## config.mk

```make
export PLATFORM = sky130hd
export DESIGN_NAME = trena_receptor
export DESIGN_NICKNAME = d
export VERILOG_FILES = /design/src/rtl/trena_pkg.sv /design/src/rtl/trena_receptor_if.sv /design/src/rtl/trena_receptor_rx.sv /design/src/rtl/trena_receptor.sv
export SDC_FILE = /design/constraint.sdc
export NUM_CORES = 1
export LEC_CHECK = 0
export BUFFER_PORTS_ARGS = -buffer_cell sky130_fd_sc_hd__buf_2
export CAP_MARGIN = 15
export CORE_UTILIZATION = 55
export CTS_CLUSTER_DIAMETER = 30
export DETAILED_ROUTE_END_ITERATION = 10
export PLACE_DENSITY_LB_ADDON = 0.2
export SLEW_MARGIN = 10
export SYNTH_ARGS = -nofsm -noshare
export SYNTH_HDL_FRONTEND = slang
export SYNTH_SLANG_ARGS = --single-unit
```

## constraint.sdc

```tcl
create_clock -name clock -period 2.5 [get_ports clock]
set_clock_uncertainty 0.1 [all_clocks]
set_input_delay 0.25 -clock clock [delete_from_list [all_inputs] [get_ports clock]]
set_output_delay 0.25 -clock clock [all_outputs]
set_load 0.01 [all_outputs]
```

## src/rtl/trena_pkg.sv

```systemverilog
// Shared definitions for the trena serial receiver: ASCII constants,
// receiver/parser state encodings and the default bit period.
// Optional feature macro used elsewhere: TRENA_RX_TIMEOUT_EN.
package trena_pkg;

   localparam logic [6:0] ASCII_ZERO = 7'h30;
   localparam logic [6:0] ASCII_NOVE = 7'h39;
   localparam logic [6:0] ASCII_HASH = 7'h23;

   // 50 MHz / 115200 baud
   localparam int CLK_POR_BIT_PADRAO = 434;

   // Receiver FSM codes, also exported on db_estado
   typedef enum logic [3:0] {
      RX_INICIAL         = 4'd0,
      RX_VERIFICA_INICIO = 4'd1,
      RX_RECEBE          = 4'd2,
      RX_STOP            = 4'd3,
      RX_ENTREGA         = 4'd4,
      RX_ESPERA_LINHA    = 4'd5
   } rx_estado_t;

   // Message parser FSM codes
   typedef enum logic [1:0] {
      P_ESPERA_C    = 2'd0,
      P_ESPERA_D    = 2'd1,
      P_ESPERA_U    = 2'd2,
      P_ESPERA_HASH = 2'd3
   } parser_estado_t;

   function automatic logic eh_digito(input logic [6:0] c);
      return (c >= ASCII_ZERO) && (c <= ASCII_NOVE);
   endfunction

endpackage

```

## src/rtl/trena_receptor_if.sv

```systemverilog
// Character channel from the 7O1 deserializer to the message parser.
// Handshake: valido is a single-cycle strobe; caractere, paridade_ok and
// stop_ok are only meaningful while valido=1. There is no back-pressure:
// the consumer must accept the character in that same cycle. estado always
// carries the current receiver-FSM state.
interface trena_receptor_if;
   import trena_pkg::*;

   logic [6:0] caractere;
   logic       paridade_ok;
   logic       stop_ok;
   logic       valido;
   rx_estado_t estado;

   modport master (output caractere, paridade_ok, stop_ok, valido, estado);
   modport slave  (input  caractere, paridade_ok, stop_ok, valido, estado);
endinterface

```

## src/rtl/trena_receptor_rx.sv

```systemverilog
// rx_serial_7O1: 2-FF synchronizer, bit timer and receiver FSM for
// 7 data bits LSB-first, odd parity, 1 stop bit.
module rx_serial_7O1
   import trena_pkg::*;
#(
   parameter int CLK_POR_BIT = CLK_POR_BIT_PADRAO
) (
   input  logic              clock,
   input  logic              reset,
   input  logic              entrada_serial,
   trena_receptor_if.master  rx
);

   localparam int TW = $clog2(CLK_POR_BIT + 1);
   localparam logic [TW-1:0] FIM_BIT  = TW'(CLK_POR_BIT - 1);
   localparam logic [TW-1:0] MEIO_BIT = TW'(CLK_POR_BIT / 2 - 1);

   rx_estado_t    estado_q, estado_d;
   logic [1:0]    sync_q, sync_d;
   logic [TW-1:0] tick_q, tick_d;
   logic [2:0]    bit_cnt_q, bit_cnt_d;
   logic [7:0]    dados_q, dados_d;   // {paridade, d6..d0}
   logic          stop_q, stop_d;
   logic          linha;

   assign linha  = sync_q[1];
   assign sync_d = {sync_q[0], entrada_serial};

   // State and datapath registers; synchronizer resets to idle-high
   always_ff @(posedge clock) begin
      if (reset) begin
         estado_q  <= RX_INICIAL;
         sync_q    <= 2'b11;
         tick_q    <= '0;
         bit_cnt_q <= '0;
         dados_q   <= '0;
         stop_q    <= 1'b1;
      end else begin
         estado_q  <= estado_d;
         sync_q    <= sync_d;
         tick_q    <= tick_d;
         bit_cnt_q <= bit_cnt_d;
         dados_q   <= dados_d;
         stop_q    <= stop_d;
      end
   end

   // Next state: mid-bit sampling driven by the bit timer
   always_comb begin
      estado_d  = estado_q;
      tick_d    = tick_q;
      bit_cnt_d = bit_cnt_q;
      dados_d   = dados_q;
      stop_d    = stop_q;
      case (estado_q)
         RX_INICIAL: begin
            if (!linha) begin
               estado_d  = RX_VERIFICA_INICIO;
               tick_d    = '0;
               bit_cnt_d = '0;
            end
         end
         RX_VERIFICA_INICIO: begin
            if (tick_q == MEIO_BIT) begin
               tick_d   = '0;
               // high at mid-start is a glitch: drop it silently
               estado_d = linha ? RX_INICIAL : RX_RECEBE;
            end else begin
               tick_d = tick_q + 1'b1;
            end
         end
         RX_RECEBE: begin
            if (tick_q == FIM_BIT) begin
               tick_d  = '0;
               dados_d = {linha, dados_q[7:1]};
               if (bit_cnt_q == 3'd7) begin
                  estado_d = RX_STOP;
               end else begin
                  bit_cnt_d = bit_cnt_q + 3'd1;
               end
            end else begin
               tick_d = tick_q + 1'b1;
            end
         end
         RX_STOP: begin
            if (tick_q == FIM_BIT) begin
               tick_d   = '0;
               stop_d   = linha;
               estado_d = RX_ENTREGA;
            end else begin
               tick_d = tick_q + 1'b1;
            end
         end
         RX_ENTREGA: begin
            // rearm right away so back-to-back frames are caught
            estado_d = stop_q ? RX_INICIAL : RX_ESPERA_LINHA;
         end
         RX_ESPERA_LINHA: begin
            if (linha) estado_d = RX_INICIAL;
         end
         default: estado_d = RX_INICIAL;
      endcase
   end

   // Outputs: character strobe and status toward the parser
   always_comb begin
      rx.valido      = (estado_q == RX_ENTREGA);
      rx.caractere   = dados_q[6:0];
      rx.paridade_ok = ^dados_q;
      rx.stop_ok     = stop_q;
      rx.estado      = estado_q;
   end

endmodule

```

## src/rtl/trena_receptor.sv

```systemverilog
// trena_receptor: receives 7O1 characters and parses "CDU#" messages into
// a 12-bit BCD distance with a one-cycle pronto pulse.
// Optional macro TRENA_RX_TIMEOUT_EN adds an inter-character timeout.
module trena_receptor
   import trena_pkg::*;
#(
   parameter int CLK_POR_BIT  = CLK_POR_BIT_PADRAO,
   parameter int TIMEOUT_CLKS = 50000000
) (
   input  logic        clock,
   input  logic        reset,
   input  logic        entrada_serial,
   output logic [11:0] medida,
   output logic        pronto,
   output logic        erro_paridade,
   output logic        erro_formato,
   output logic [3:0]  db_estado
);

   trena_receptor_if rx_if ();

   rx_serial_7O1 #(.CLK_POR_BIT(CLK_POR_BIT)) u_rx (
      .clock          (clock),
      .reset          (reset),
      .entrada_serial (entrada_serial),
      .rx             (rx_if.master)
   );

   parser_estado_t parser_q, parser_d;
   logic [3:0]     cen_q, cen_d, dez_q, dez_d, uni_q, uni_d;
   logic [11:0]    medida_q, medida_d;
   logic           pronto_q, pronto_d;
   logic           erro_paridade_q, erro_paridade_d;
   logic           erro_formato_q, erro_formato_d;

`ifdef TRENA_RX_TIMEOUT_EN
   logic [31:0] to_cnt_q, to_cnt_d;
   logic        timeout;

   // Timeout counter: runs only while a message is partial and the line is idle
   always_comb begin
      to_cnt_d = '0;
      timeout  = 1'b0;
      if (parser_q != P_ESPERA_C && rx_if.estado == RX_INICIAL) begin
         if (to_cnt_q == 32'(TIMEOUT_CLKS - 1)) begin
            timeout = 1'b1;
         end else begin
            to_cnt_d = to_cnt_q + 32'd1;
         end
      end
   end

   // Timeout counter register
   always_ff @(posedge clock) begin
      if (reset) to_cnt_q <= '0;
      else       to_cnt_q <= to_cnt_d;
   end
`else
   logic unused_timeout;
   assign unused_timeout = (TIMEOUT_CLKS == 0);
`endif

   // Parser state, digit registers and registered output flags
   always_ff @(posedge clock) begin
      if (reset) begin
         parser_q        <= P_ESPERA_C;
         cen_q           <= '0;
         dez_q           <= '0;
         uni_q           <= '0;
         medida_q        <= '0;
         pronto_q        <= 1'b0;
         erro_paridade_q <= 1'b0;
         erro_formato_q  <= 1'b0;
      end else begin
         parser_q        <= parser_d;
         cen_q           <= cen_d;
         dez_q           <= dez_d;
         uni_q           <= uni_d;
         medida_q        <= medida_d;
         pronto_q        <= pronto_d;
         erro_paridade_q <= erro_paridade_d;
         erro_formato_q  <= erro_formato_d;
      end
   end

   // Next state: stop error beats parity error beats sequence error
   always_comb begin
      parser_d        = parser_q;
      cen_d           = cen_q;
      dez_d           = dez_q;
      uni_d           = uni_q;
      medida_d        = medida_q;
      pronto_d        = 1'b0;
      erro_paridade_d = 1'b0;
      erro_formato_d  = 1'b0;
      if (rx_if.valido) begin
         if (!rx_if.stop_ok) begin
            erro_formato_d = 1'b1;
            parser_d       = P_ESPERA_C;
         end else if (!rx_if.paridade_ok) begin
            erro_paridade_d = 1'b1;
            parser_d        = P_ESPERA_C;
         end else begin
            case (parser_q)
               P_ESPERA_C: begin
                  if (eh_digito(rx_if.caractere)) begin
                     cen_d    = rx_if.caractere[3:0];
                     parser_d = P_ESPERA_D;
                  end else begin
                     erro_formato_d = 1'b1;
                     parser_d       = P_ESPERA_C;
                  end
               end
               P_ESPERA_D: begin
                  if (eh_digito(rx_if.caractere)) begin
                     dez_d    = rx_if.caractere[3:0];
                     parser_d = P_ESPERA_U;
                  end else begin
                     erro_formato_d = 1'b1;
                     parser_d       = P_ESPERA_C;
                  end
               end
               P_ESPERA_U: begin
                  if (eh_digito(rx_if.caractere)) begin
                     uni_d    = rx_if.caractere[3:0];
                     parser_d = P_ESPERA_HASH;
                  end else begin
                     erro_formato_d = 1'b1;
                     parser_d       = P_ESPERA_C;
                  end
               end
               P_ESPERA_HASH: begin
                  if (rx_if.caractere == ASCII_HASH) begin
                     pronto_d = 1'b1;
                     medida_d = {cen_q, dez_q, uni_q};
                  end else begin
                     erro_formato_d = 1'b1;
                  end
                  parser_d = P_ESPERA_C;
               end
               default: parser_d = P_ESPERA_C;
            endcase
         end
      end
`ifdef TRENA_RX_TIMEOUT_EN
      if (timeout) begin
         erro_formato_d = 1'b1;
         parser_d       = P_ESPERA_C;
      end
`endif
   end

   // Outputs straight from registers
   always_comb begin
      medida        = medida_q;
      pronto        = pronto_q;
      erro_paridade = erro_paridade_q;
      erro_formato  = erro_formato_q;
      db_estado     = rx_if.estado;
   end

endmodule

```

==> key figures, run 1 <==
Timing
  – RSZ-0062 raised after global routing: false
  – Min Tclk post-route: between 2 and 2.5 ns
  – Maximum clock rate: approximately 0.42 GHz
  – Slew Viols, Final: 0
  – Final Cycle Share: between 90% and 100%
  – Worst slew pin tran: slightly below 0.7 ns
  – Setup tns final: 0 ns
  – Final Hold Viols: 0
  – Slew headroom: 55.1%
  – # setup viols final: 0

Synth
  – Post-synth EDFFs: 0
  – Mapped Area: roughly 2500 sq um
  – Primary FF master, synth: dfxtp_1
  – Post-Syn Nets: approximately 300
  – Synth unique cells: 47
  – Asr flop ratio synth: 0%
  – Post-synth top area share: approximately 44%
  – Synth top area cells: dfxtp_1 (44%), mux2i_1 (8.3%), ha_1 (5.9%), nand2_1 (5.1%), nand3_1 (4.2%)
  – Synth area leader: dfxtp_1
  – Mean Syn Cell Area: between 9 and 10 sq um
  – Post-Syn Instances: 280
  – Register area share after synthesis: a little over two fifths
  – Seq cells post-synth: between 50 and 60
  – Ys Warns: 0

CTS
  – Clk pin slew, worst setup/hold paths: approximately 0.1 ns
  – CTS Sinks: 55
  – Root Buffer: clkbuf_8
  – Num CTS Buffers: 5
  – CTS resizes: 0
  – Hold buffers post-CTS: 0
  – Clock tree buffer depth: 2
  – Clock Latency Late Sink: 0.30 ns
  – Post-CTS Setup Repair Bufs: 0
  – Htree depth: 2
  – CTS tree: built

Floorplan
  – Initial core utilization: 57.6%
  – Std-Cell Rows: 24
  – Die W: about 70 um
  – Die footprint: between 4000 and 5000 sq um
  – Die Ht: ~70 um
  – Core Box Area: 4380 sq um
  – I/O Pins: 22

Pwr
  – Static Leak: about 1.0 nW
  – Total power draw: between 1 and 1.5 mW
  – Pwr dens: around 520 nW/um^2
  – VDD IR max: between 300 and 400 uV

Layout
  – Commonest non-fill, non-tap cell in the layout: dfxtp_1
  – # fillers: between 300 and 400
  – Diodes inserted: 0
  – Fin nets: 311
  – Design Area, Final: between 2000 and 3000 sq um
  – Most frequent cells in the layout: dfxtp_1 (55), nand2_1 (34), mux2i_1 (21), nand3_1 (21)
  – Layout cell share with drive strength beyond 1: between 10% and 20%
  – Final Non-Filler Cells: 349
  – Final Core Density: between 60% and 70%
  – Area grow syn2layout: 8.63%

Worst setup path
  – Worst setup EP type: flip-flop
  – R2R Setup Slk: just over 0.1 ns
  – CP Data Required Time: roughly 2.6 ns
  – Crit path launch type: flip-flop
  – WP data arrival: approximately 2.5 ns
  – Reg2reg start: u_rx.tick_q[0]
  – CP Launch Point: u_rx.tick_q[0]
  – CP max FO: 10
  – WS Path Type: reg -> reg

Placed design
  – Post-place instance area: 2650 sq um
  – DP HPWL: 3230 um
  – # port buffers: 20
  – Routability cong.: roughly 0.83
  – Placed insts: around 340

Min path
  – Hold Startpoint: entrada_serial
  – Type of the most critical hold path: in -> reg

GRT
  – First-pass GRT wire length: ~8000 um
  – Vias in the first global route: 1785
  – Total gr overflow: 0
  – GRT Util Overall: 20.3%
  – Initial antenna violation count: 0
  – Pin count of the biggest net entering global routing: 32

Drt
  – Final WL: about 4700 um
  – Vias per cell: roughly 5.5
  – DRC Markers: 0
  – Routed WL per cell: around 13 um
  – First DRT Iteration DRCs: 99
  – Via count: 1936
  – 1st-pass router iterations: 4
  – Antenna-violating nets left: 0

Run
  – MaxCap Viol Count: 0

Outcome
  – Status: complete, no violations
[critical path, stage by stage, from the launching register on]
cell and delay (ns):
dfxtp_1 0.35, inv_1 0.10, ha_1 0.14, or4b_2 0.58, nor3_1 0.27, o32a_1 0.44
a21oi_1 0.12, a41o_1 0.21
[flip-flops by register name, indices dropped and copies added, names as in the netlist, 2 cells and up]
signal          count
cen_q               4
dez_q               4
medida             12
parser_q            2
u_rx.bit_cnt_q      3
u_rx.dados_q        8
u_rx.rx.estado      3
u_rx.sync_q         2
u_rx.tick_q         9
uni_q               4
[logic make-up after synthesis]
family / share of synthesized area, %
fa+ha+maj: 5.95
xor+xnor: 1.88
buf+inv: 3.67
mux: 8.33
simple gates: 24.1
flops: 43.6
other cells: 0.149
compound gates: 12.3
[where the power goes]
group | total (mW) | switching, mW | internal, mW | leakage, nW
Clock | 0.488 | 0.293 | 0.196 | 0.0402
Sequential | 0.885 | 0.00528 | 0.880 | 0.444
Combinational | 0.0550 | 0.0395 | 0.0155 | 0.520
Total | 1.43 | 0.337 | 1.09 | 1.00
[final timing paths]
| check | endpoint | cells after the start |
|---|---|---|
| min reg2reg | u_rx.sync_q[1] | 1 |
| max | u_rx.rx.estado[1] | 7 |
| max reg2reg | u_rx.rx.estado[1] | 7 |
| min | u_rx.sync_q[0] | 2 |
[layout make-up]
type                    instances  area, sq um  area share, %
multi-input cells             202         1330           48.5
flip-flops and latches         55         1100           40.2
repair buffers                 23          123           4.47
clock buffers                   5         68.8           2.51
well taps                      52         65.1           2.37
inverters                       9         33.8           1.23
clock inverters                 3         20.0          0.730
[metal layers]
layer  global-route usage, %  vias up  routed length [um]
met5                       0        -                   0
met4                    7.33        0                  57
met1                    26.9      882                2360
met2                    33.5       29                2140
met3                    3.05        5                 120
li1                        -     1020                   -
[cell usage after synthesis, types with 2 or more instances]
cell      count
mux2i_1      21
nor3b_1       3
nand3_1      21
buf_2         2
nor2_1       19
a21oi_1       7
o32a_1        2
buf_1         2
clkbuf_1      9
a211oi_1      2
dfxtp_1      55
nand2b_1      7
o21ai_0      20
nand4_1       4
or3_1         7
ha_1         12
nand3b_1      3
inv_1         9
a31oi_1       9
or2_2         5
nand2_1      34
nor3_1        2
[through the flow]
stage,worst slack [ns],hold WS [ns]
6_report,0.103,0.0160
5_1_grt,0.00721,0.00786
2_1_floorplan,0.365,0.254
4_1_cts,0.124,0.00834
3_3_place_gp,0.200,0.291
3_5_place_dp,0.150,0.296
Power figures use the tool's default switching activity.
==> run 2, diff against run 1 <==
--- a/config.mk
+++ b/config.mk
@@ -8,9 +8,12 @@
 export BUFFER_PORTS_ARGS = -buffer_cell sky130_fd_sc_hd__buf_2
 export CAP_MARGIN = 15
 export CORE_UTILIZATION = 55
+export CTS_BUF_LIST = sky130_fd_sc_hd__clkbuf_8
 export CTS_CLUSTER_DIAMETER = 30
 export DETAILED_ROUTE_END_ITERATION = 10
 export PLACE_DENSITY_LB_ADDON = 0.2
+export REMOVE_ABC_BUFFERS = 1
+export SKIP_CTS_REPAIR_TIMING = 1
 export SLEW_MARGIN = 10
 export SYNTH_ARGS = -nofsm -noshare
 export SYNTH_HDL_FRONTEND = slang
==> key figures, run 2 (synthesized netlist as in run 1, its figures left out) <==
Outcome
  – Status: complete, no violations

Drt
  – Via count: just under 2000
  – DRC Markers: 0
  – Routed WL per cell: 13.2 um
  – First DRT Iteration DRCs: about 120
  – 1st-pass router iterations: 4
  – Final WL: roughly 4600 um
  – Vias per cell: 5.58
  – Antenna-violating nets left: 0

Timing
  – Setup tns final: 0 ns
  – RSZ-0062 raised after global routing: false
  – Slew headroom: roughly half
  – Worst slew pin tran: roughly 0.76 ns
  – Maximum clock rate: roughly 0.44 GHz
  – # setup viols final: 0
  – Min Tclk post-route: approximately 2.3 ns
  – Slew Viols, Final: 0
  – Final Hold Viols: 0
  – Final Cycle Share: 91.5%
  – PnR worst setup slack: approximately 0.21 ns

Worst setup path
  – WP data arrival: ~2.4 ns
  – Crit path launch type: flip-flop
  – Worst setup EP type: flip-flop
  – Reg2reg start: u_rx.dados_q[1]
  – FF-to-FF End: uni_q[3]
  – CP max FO: 5
  – R2R depth: 7
  – CP Data Required Time: 2.59 ns
  – WS Path Type: reg -> reg
  – R2R Setup Slk: roughly 0.21 ns

CTS
  – CTS Sinks: between 50 and 60
  – CTS tree: built
  – Clk pin slew, worst setup/hold paths: approximately 0.09 ns
  – Root Buffer: clkbuf_8
  – Htree depth: 2
  – Clock tree buffer depth: 2
  – Clock Latency Late Sink: ~0.31 ns
  – Num CTS Buffers: 5

GRT
  – Initial antenna violation count: 0
  – Vias in the first global route: 1669
  – First-pass GRT wire length: ~7700 um
  – Pin count of the biggest net entering global routing: 31
  – GRT Util Overall: between 10% and 20%
  – Total gr overflow: 0

Layout
  – Max reg flops: 12
  – Layout cell share with drive strength beyond 1: between 15 and 20%
  – Most frequent cells in the layout: dfxtp_1 (55), nand2_1 (34), mux2i_1 (21), nand3_1 (21)
  – Final Core Density: a little over three fifths
  – Commonest non-fill, non-tap cell in the layout: dfxtp_1
  – Fin nets: 313
  – Diodes inserted: 0
  – Area grow syn2layout: 9.07%

Pwr
  – P_sw: ~0.32 mW
  – Internal power: 1.09 mW
  – VDD IR max: 306 uV
  – Switching part of the total: a little under a quarter
  – Total power draw: 1.41 mW
  – Pwr dens: 513 nW/um^2
  – Combinational power share: 4.1%
  – Share of power burned in registers: 62.6%
  – Static Leak: ~1.0 nW
  – Clock share of power: between 30% and 40%

Placed design
  – DP Worst Slack: 0.156 ns
  – DP HPWL: 3160 um
  – Routability cong.: just under 0.9
  – # port buffers: 20

Min path
  – Hold Startpoint: entrada_serial
  – Worst hold stages: 2
  – Hold endpoint: u_rx.sync_q[0]
  – Type of the most critical hold path: in -> reg

Floorplan
  – Die footprint: a little under 5000 sq um
  – I/O Pins: 22
  – Die W: 69.7 um
  – Initial core utilization: a little under three fifths
  – Core Box Area: 4380 sq um
  – Die Ht: roughly 70 um
  – Std-Cell Rows: 24

Run
  – MaxCap Viol Count: 0
run 2: power by group through the flow:
| stage | clock (mW) | sequential, mW | combinational [mW] |
|---|---|---|---|
| final | 0.471 | 0.885 | 0.0576 |
| after global routing | 0.514 | 0.886 | 0.0636 |
| after CTS | 0.483 | 0.885 | 0.0574 |
| after detailed placement | 0 | 0.905 | 0.0573 |
| after global placement | 0 | 0.905 | 0.0571 |
| after floorplan | 0 | 0.905 | 0.0332 |
run 2: worst max-delay path by stage:
stage,cells past startpoint,startpoint,slack (ns),end
2_1_floorplan,7,u_rx.tick_q[0],0.36,u_rx.rx.estado[1]
3_3_place_gp,7,u_rx.tick_q[0],0.20,u_rx.rx.estado[1]
3_5_place_dp,7,u_rx.tick_q[0],0.16,u_rx.rx.estado[1]
4_1_cts,7,u_rx.tick_q[0],0.13,u_rx.rx.estado[1]
5_1_grt,7,u_rx.dados_q[0],0.06,uni_q[3]
6_report,7,u_rx.dados_q[1],0.21,uni_q[3]
run 2: through the flow:
stage	instance area [sq um]	instances	hold slack, ns
after CTS	2750	351	0.0146
after floorplan	2460	266	0.219
after global routing	2750	351	0.0173
after global placement	2670	343	0.291
after detailed placement	2670	343	0.306
final	2750	351	0.0188
run 2: routing by layer:
| layer | vias up | routed length [um] | share of wire, % | GRT usage (%) |
|---|---|---|---|---|
| li1 | 1024 | - | - | - |
| met1 | 894 | 2420 | 52 | 27.9 |
| met5 | - | 0 | 0 | 0 |
| met3 | 6 | 185 | 4.0 | 4.07 |
| met2 | 36 | 1960 | 42 | 30.5 |
| met4 | 0 | 51 | 1.1 | 6.00 |
run 2: cell type report:
cell class / count / area (sq um)
Fill cell: 385 / 1630
Clock buffer: 5 / 68.8
Inverter: 9 / 33.8
Tap cell: 52 / 65.1
Sequential cell: 55 / 1100
Timing Repair Buffer: 25 / 138
Multi-Input combinational cell: 202 / 1330
Clock inverter: 3 / 15.0
run 2: critical path, stage by stage, from the launching register on:
cell and delay (ns):
dfxtp_1 0.41, inv_1 0.10, ha_1 0.28, xnor3_1 0.24, xnor2_2 0.21, nand2_2 0.13
or3_1 0.53, mux2i_1 0.16
